[config.mk]
export PLATFORM = sky130hd
export DESIGN_NAME = wb_regfile
export DESIGN_NICKNAME = d
export VERILOG_FILES = /design/src/rtl/wb_regfile.sv
export SDC_FILE = /design/constraint.sdc
export NUM_CORES = 2
export LEC_CHECK = 0
export ABC_CLOCK_PERIOD_IN_PS = 44000
export BUFFER_PORTS_ARGS = -buffer_cell sky130_fd_sc_hd__buf_2
export CAP_MARGIN = 0
export CELL_PAD_IN_SITES_DETAIL_PLACEMENT = 0
export CELL_PAD_IN_SITES_GLOBAL_PLACEMENT = 1
export CORE_ASPECT_RATIO = 0.9
export CORE_UTILIZATION = 51
export DETAILED_ROUTE_END_ITERATION = 10
export PLACE_DENSITY_LB_ADDON = 0.08
export SETUP_SLACK_MARGIN = 0.5
export SLEW_MARGIN = 20
export SYNTH_ARGS = -nofsm -noshare
export SYNTH_HDL_FRONTEND = slang
export SYNTH_HIERARCHICAL = 1
export SYNTH_SLANG_ARGS = --single-unit
[constraint.sdc]
create_clock -name clk -period 44 [get_ports clk]
set_input_delay 2.2 -clock clk [delete_from_list [all_inputs] [get_ports clk]]
set_output_delay 2.2 -clock clk [all_outputs]
set_load 0.02 [all_outputs]
[src/rtl/wb_regfile.sv]
// Writeback stage plus the 32x32 architectural register file: result select,
// single write port, two combinational read ports with same-cycle bypass.
module wb_regfile #(
  parameter int DATA_W = 32,
  parameter int ADDR_W = 5,
  parameter int NREGS  = 32
) (
  input  logic              clk,
  input  logic              rst,
  input  logic              Regfile_weW,
  input  logic              memToRegW,
  input  logic [DATA_W-1:0] aluOutW,
  input  logic [DATA_W-1:0] readDataW,
  input  logic [ADDR_W-1:0] writeRegAddrW,
  output logic [DATA_W-1:0] resultW,
  input  logic [ADDR_W-1:0] raddr1,
  output logic [DATA_W-1:0] rdata1,
  input  logic [ADDR_W-1:0] raddr2,
  output logic [DATA_W-1:0] rdata2,
  output logic [31:0]       wbCount,
  input  logic              clr_count
);

  localparam logic [ADDR_W-1:0] ZERO_A = {ADDR_W{1'b0}};
  localparam logic [DATA_W-1:0] ZERO_D = {DATA_W{1'b0}};

  logic [DATA_W-1:0] regs_q [NREGS];
  logic [31:0]       wb_count_q;
  logic [31:0]       wb_count_d;
  logic              we_eff_s;

  // Writeback value select, independent of the write enable
  always_comb begin
    resultW = aluOutW;
    if (memToRegW) begin
      resultW = readDataW;
    end else begin
      resultW = aluOutW;
    end
  end

  // r0 is never a write target; a low enable masks any X on the address
  always_comb begin
    we_eff_s = Regfile_weW && (writeRegAddrW != ZERO_A);
  end

  // Register storage; r0 is held at zero and only ever read as zero
  always_ff @(posedge clk or posedge rst) begin
    if (rst) begin
      for (int i = 0; i < NREGS; i++) begin
        regs_q[i] <= ZERO_D;
      end
    end else if (we_eff_s) begin
      regs_q[writeRegAddrW] <= resultW;
    end
  end

  // Read port 1 with write-through bypass for the WB-to-ID hazard
  always_comb begin
    rdata1 = ZERO_D;
    if (raddr1 == ZERO_A) begin
      rdata1 = ZERO_D;
    end else if (we_eff_s && (writeRegAddrW == raddr1)) begin
      rdata1 = resultW;
    end else begin
      rdata1 = regs_q[raddr1];
    end
  end

  // Read port 2, same rules as port 1
  always_comb begin
    rdata2 = ZERO_D;
    if (raddr2 == ZERO_A) begin
      rdata2 = ZERO_D;
    end else if (we_eff_s && (writeRegAddrW == raddr2)) begin
      rdata2 = resultW;
    end else begin
      rdata2 = regs_q[raddr2];
    end
  end

  // Retired-writeback count; clear wins over a same-cycle increment
  always_comb begin
    wb_count_d = wb_count_q;
    if (clr_count) begin
      wb_count_d = 32'd0;
    end else if (we_eff_s) begin
      wb_count_d = wb_count_q + 32'd1;
    end else begin
      wb_count_d = wb_count_q;
    end
  end

  // Counter register, wraps silently
  always_ff @(posedge clk or posedge rst) begin
    if (rst) begin
      wb_count_q <= 32'd0;
    end else begin
      wb_count_q <= wb_count_d;
    end
  end

  assign wbCount = wb_count_q;

  wb_regfile_chk #(
    .DATA_W(DATA_W),
    .ADDR_W(ADDR_W)
  ) u_chk (
    .rst       (rst),
    .memToRegW (memToRegW),
    .aluOutW   (aluOutW),
    .readDataW (readDataW),
    .resultW   (resultW),
    .raddr1    (raddr1),
    .rdata1    (rdata1),
    .raddr2    (raddr2),
    .rdata2    (rdata2)
  );

endmodule

// Structural invariants of the writeback/regfile outputs.
module wb_regfile_chk #(
  parameter int DATA_W = 32,
  parameter int ADDR_W = 5
) (
  input logic              rst,
  input logic              memToRegW,
  input logic [DATA_W-1:0] aluOutW,
  input logic [DATA_W-1:0] readDataW,
  input logic [DATA_W-1:0] resultW,
  input logic [ADDR_W-1:0] raddr1,
  input logic [DATA_W-1:0] rdata1,
  input logic [ADDR_W-1:0] raddr2,
  input logic [DATA_W-1:0] rdata2
);

  localparam logic [ADDR_W-1:0] ZERO_A = {ADDR_W{1'b0}};
  localparam logic [DATA_W-1:0] ZERO_D = {DATA_W{1'b0}};

  // r0 always reads zero on both ports
  always_comb begin
    a_r0_port1: assert ((rst !== 1'b0) || (raddr1 !== ZERO_A) || (rdata1 === ZERO_D))
      else $error("r0 read on port 1 returned %h", rdata1);
    a_r0_port2: assert ((rst !== 1'b0) || (raddr2 !== ZERO_A) || (rdata2 === ZERO_D))
      else $error("r0 read on port 2 returned %h", rdata2);
  end

  // Load select must pass load data through unchanged
  always_comb begin
    a_result_sel: assert ((memToRegW !== 1'b1) || (resultW === readDataW))
      else $error("resultW %h does not match load data %h", resultW, readDataW);
    a_result_alu: assert ((memToRegW !== 1'b0) || (resultW === aluOutW))
      else $error("resultW %h does not match ALU result %h", resultW, aluOutW);
  end

endmodule

==> impl_summary.log <==
INFO  metric run_status = finished, final reports clean
INFO  metric starting_utilization_of_the_core_area = 51.6%
INFO  metric ys_seq_area_share = 47.6%
INFO  metric multiInputGateArea = 26900 µm²
INFO  metric upper_clock_frequency_limit = 0.105 GHz
INFO  metric via_count = 41600
INFO  metric wl_met3 = 17.0 mm
INFO  metric hold_viol = 0
INFO  metric post_route_cells_drive_above_1_share = 21.5%
INFO  metric postCtsSetupBuffers = 0
INFO  metric ys_warn_count = 6
INFO  metric syn-num-nets = 5094
INFO  metric clk_path_buf_depth = 3
INFO  metric slowest_stage = buf_4
INFO  metric ios = 212
INFO  metric final_period_minus_worst_setup_slack = 9.50 ns
INFO  metric hold_buffers = 0
INFO  metric cp.arrival = 7.30 ns
INFO  metric wirelength_met1 = 81.9 mm
INFO  metric timing.hold.worst.class = flop to flop
INFO  metric final.fill_count = 9259
INFO  metric cp-start-kind = primary input
INFO  metric timing.critical_path.from = raddr1[0]
INFO  metric cts_htree_levels = 3
INFO  metric setup_tns = 0 ns
INFO  metric crit_path_max_incr_delay = 0.89 ns
INFO  metric postSynthCellCount = 5009
INFO  metric buffer_ports.inserted = 211
INFO  metric tritoncts = yes
INFO  metric antenna_found_initial = 9
INFO  metric insertion_delay = 0.73 ns
INFO  metric cts_inserted_buffers = 113
INFO  metric critical_path_class = primary input to output port
INFO  metric grt_pass1_wl = 288 mm
INFO  metric critPathMaxFanout = 64
INFO  metric crit_path_frequent_cell = buf_4
INFO  metric required = 41.80 ns
INFO  metric post_synth_edffs = 0
INFO  metric setup_violations = 0
INFO  metric hpwl = 110 mm
INFO  metric insertedDiodeCount = 0
INFO  metric ir_worst_vdd = 0.0371 mV
INFO  metric gpl.final_weighted_congestion = 0.844
INFO  metric max_cap_viol_count = 0
INFO  metric cts.reportedPaths.clkPinSlew = 0.06 ns
INFO  metric fin_worst_skew = 0.0147 ns
INFO  metric min_to = regs_q[1000]
INFO  metric grt_overflow_total = 0
INFO  metric detailedRoute.firstIterationViolations = 4382
INFO  metric routed.top_layer = met5
INFO  metric synth.avg_cell_area = 11.1 µm²
INFO  metric gr-usage-all-layers = 36.1%
INFO  metric path_cells = buf_8, buf_4, buf_4, buf_4, mux2i_1, a22oi_1, nand3_1, a21oi_1, a311oi_1, a221oi_1, buf_2
INFO  metric r2r_setup_slack = 41.87 ns
INFO  metric totalWireLength = 194 mm
INFO  metric syn2layout_area_growth = 10.0%
INFO  metric final_nets = 4995
INFO  metric area_inside_the_core_boundary = 108000 µm²
INFO  metric dieWidth = 350 µm
INFO  metric grt_setup_unrepaired = false
INFO  metric leakage = 26.3 nW
INFO  metric layout.area.seq = 26400 µm²
INFO  metric timing.critical_path.max_delay_family = buffers and inverters
INFO  metric report.final.slew_viol_count = 0
INFO  metric die_span_in_y = 315 µm
INFO  metric rr_startpoint = wbCount[4]
INFO  metric max-slew-margin-rel = 20.0%
INFO  metric design.die.area = 110000 µm²
INFO  metric reg2reg_to = wbCount[24]
INFO  metric worstHoldStart = regs_q[1000]
INFO  metric synth.ff_latch_count = 1056
INFO  metric route.detailed.vias_per_inst = 6.45
INFO  metric first_pass_detailed_route_iteration_total = 6
INFO  metric timing.final.crit_share = 21.6%
INFO  metric drt-wirelength-per-cell = 30.1 µm
INFO  metric share_of_flip_flops_with_an_asynchronous_set_or_reset = 100%
INFO  metric grt_max_degree = 165
INFO  metric ctsRootBufferMaster = clkbuf_16
INFO  metric yosys.cell_types.count = 74
INFO  metric first_global_vias = 40800
INFO  metric syn-cell-area = 55600 µm²
INFO  metric postPlaceCellArea = 57300 µm²
INFO  metric route.detailed.drc = 0
INFO  metric cts.sinks = 1056
INFO  metric worstHoldPathCells = 0
INFO  metric rows = 114
INFO  metric timing.critical_path.depth = 11
INFO  metric postCtsResizedCells = 0
INFO  metric drt.antenna.violating_nets = 0
INFO  metric rr_worst_depth = 6
INFO  metric ys.flop_type = dfrtp_1
INFO  metric power_per_cell_area = 48.2 nW/µm²
INFO  metric wl_met2 = 87.4 mm
INFO  metric critical_path_buf_inv_count = 5
INFO  metric slew_of_the_pin_with_the_lowest_slew_margin = 1.20 ns
INFO  metric setup.worst_path.end_class = output port
INFO  metric final_area = 61100 µm²
-- stage by stage --
stage	worst slack (ns)	hold slack, ns	total power, mW	util, %	cells
after floorplan	12.08	0.441	1.77	-	5009
after global placement	34.55	0.377	1.94	53.2	6243
after CTS	34.51	0.397	2.95	56.7	6450
after global routing	34.18	0.405	3.08	56.8	6452
after detailed placement	34.51	0.382	1.96	53.2	6243
final	34.50	0.394	2.94	56.8	6452
-- cell usage in the layout (no fill, tap or decap), drive strengths merged, types with 4 or more instances in the layout --
master,count
nor3,15
xor2,14
a221o,5
clkbuf,169
nand3,16
clkinvlp,4
nand4,5
o221ai,6
buf,324
o211ai,4
a32oi,5
bufinv,9
dfrtp,1056
or3,9
o22ai,43
clkinv,25
o21a,6
and3,15
a211o,4
mux4,480
nand2,661
o21ai,644
mux2i,219
nor2b,43
nand2b,8
nor2,453
inv,40
a211oi,102
a21oi,439
nor3b,7
a221oi,66
xnor2,26
or2,4
nand3b,4
a22oi,26
and2,16
-- registers in the layout, summed over array words and instances, names as in the netlist --
register  flops
regs_q     1024
wbCount      32
-- Yosys cell counts (all sizes together) (2+ instances only) --
library cell,n,area [µm²]
a211o,4,35.0
a211oi,102,776
a21oi,439,2200
a221o,5,50.1
a221oi,66,603
a22oi,26,195
a311oi,3,26.3
a31o,2,17.5
a31oi,2,12.5
a32oi,5,43.8
and2,16,100
and3,15,93.8
and4,3,26.3
buf,182,1390
clkbuf,357,1340
dfrtp,1056,26400
inv,38,143
mux2i,219,2190
mux4,480,10800
nand2,661,2490
nand2b,8,50.1
nand3,16,80.1
nand3b,4,30.0
nand4,5,37.5
nor2,453,1700
nor2b,43,269
nor3,15,80.1
nor3b,7,52.6
nor4,2,27.5
nor4b,2,23.8
o211a,3,30.0
o211ai,4,35.0
o21a,6,45.0
o21ai,644,3220
o221ai,6,52.6
o22ai,43,269
or2,4,25.0
or3,9,56.3
xnor2,26,228
xor2,14,123
-- area by class of cell --
class	count	area share [%]
clock inverter	39	0.790
tap	1450	2.97
sequential	1056	43.2
clock buffer	168	5.43
timing repair buffer	325	3.35
inverter	39	0.254
multi-input combinational	3375	44.0
-- power breakdown --
group	internal [mW]	switching (mW)	leakage, nW	total, mW
clock	0.573	0.418	1.87	0.991
combinational	0.311	0.322	11.0	0.633
sequential	1.17	0.152	13.4	1.32
total	2.05	0.891	26.3	2.94
-- metal layers --
metal / vias to the layer above / track usage [%]
met5: - / 0.521
met4: 12 / 12.6
met3: 392 / 7.35
met2: 1941 / 54.6
met1: 21200 / 51.9
li1: 18000 / -
-- how the worst max path moves through the flow --
stage                  to  slack, ns
2_1_floorplan   regs_q[0]      12.08
3_3_place_gp   rdata1[15]      34.55
3_5_place_dp   rdata1[15]      34.51
4_1_cts        rdata1[15]      34.51
5_1_grt        rdata1[15]      34.18
6_report       rdata1[15]      34.50
-- kinds of logic after synthesis --
group                    count (synthesis)  synth area share (%)
adder cells (fa/ha/maj)                  1                0.0225
AO/OA/AOI/OAI                         1371                  13.9
buffers and inverters                  578                  5.18
AND/OR/NAND/NOR                       1264                  9.28
multiplexers                           699                  23.4
XOR/XNOR                                40                 0.631
flip-flops                            1056                  47.6
(Power assumes the default switching activity.)
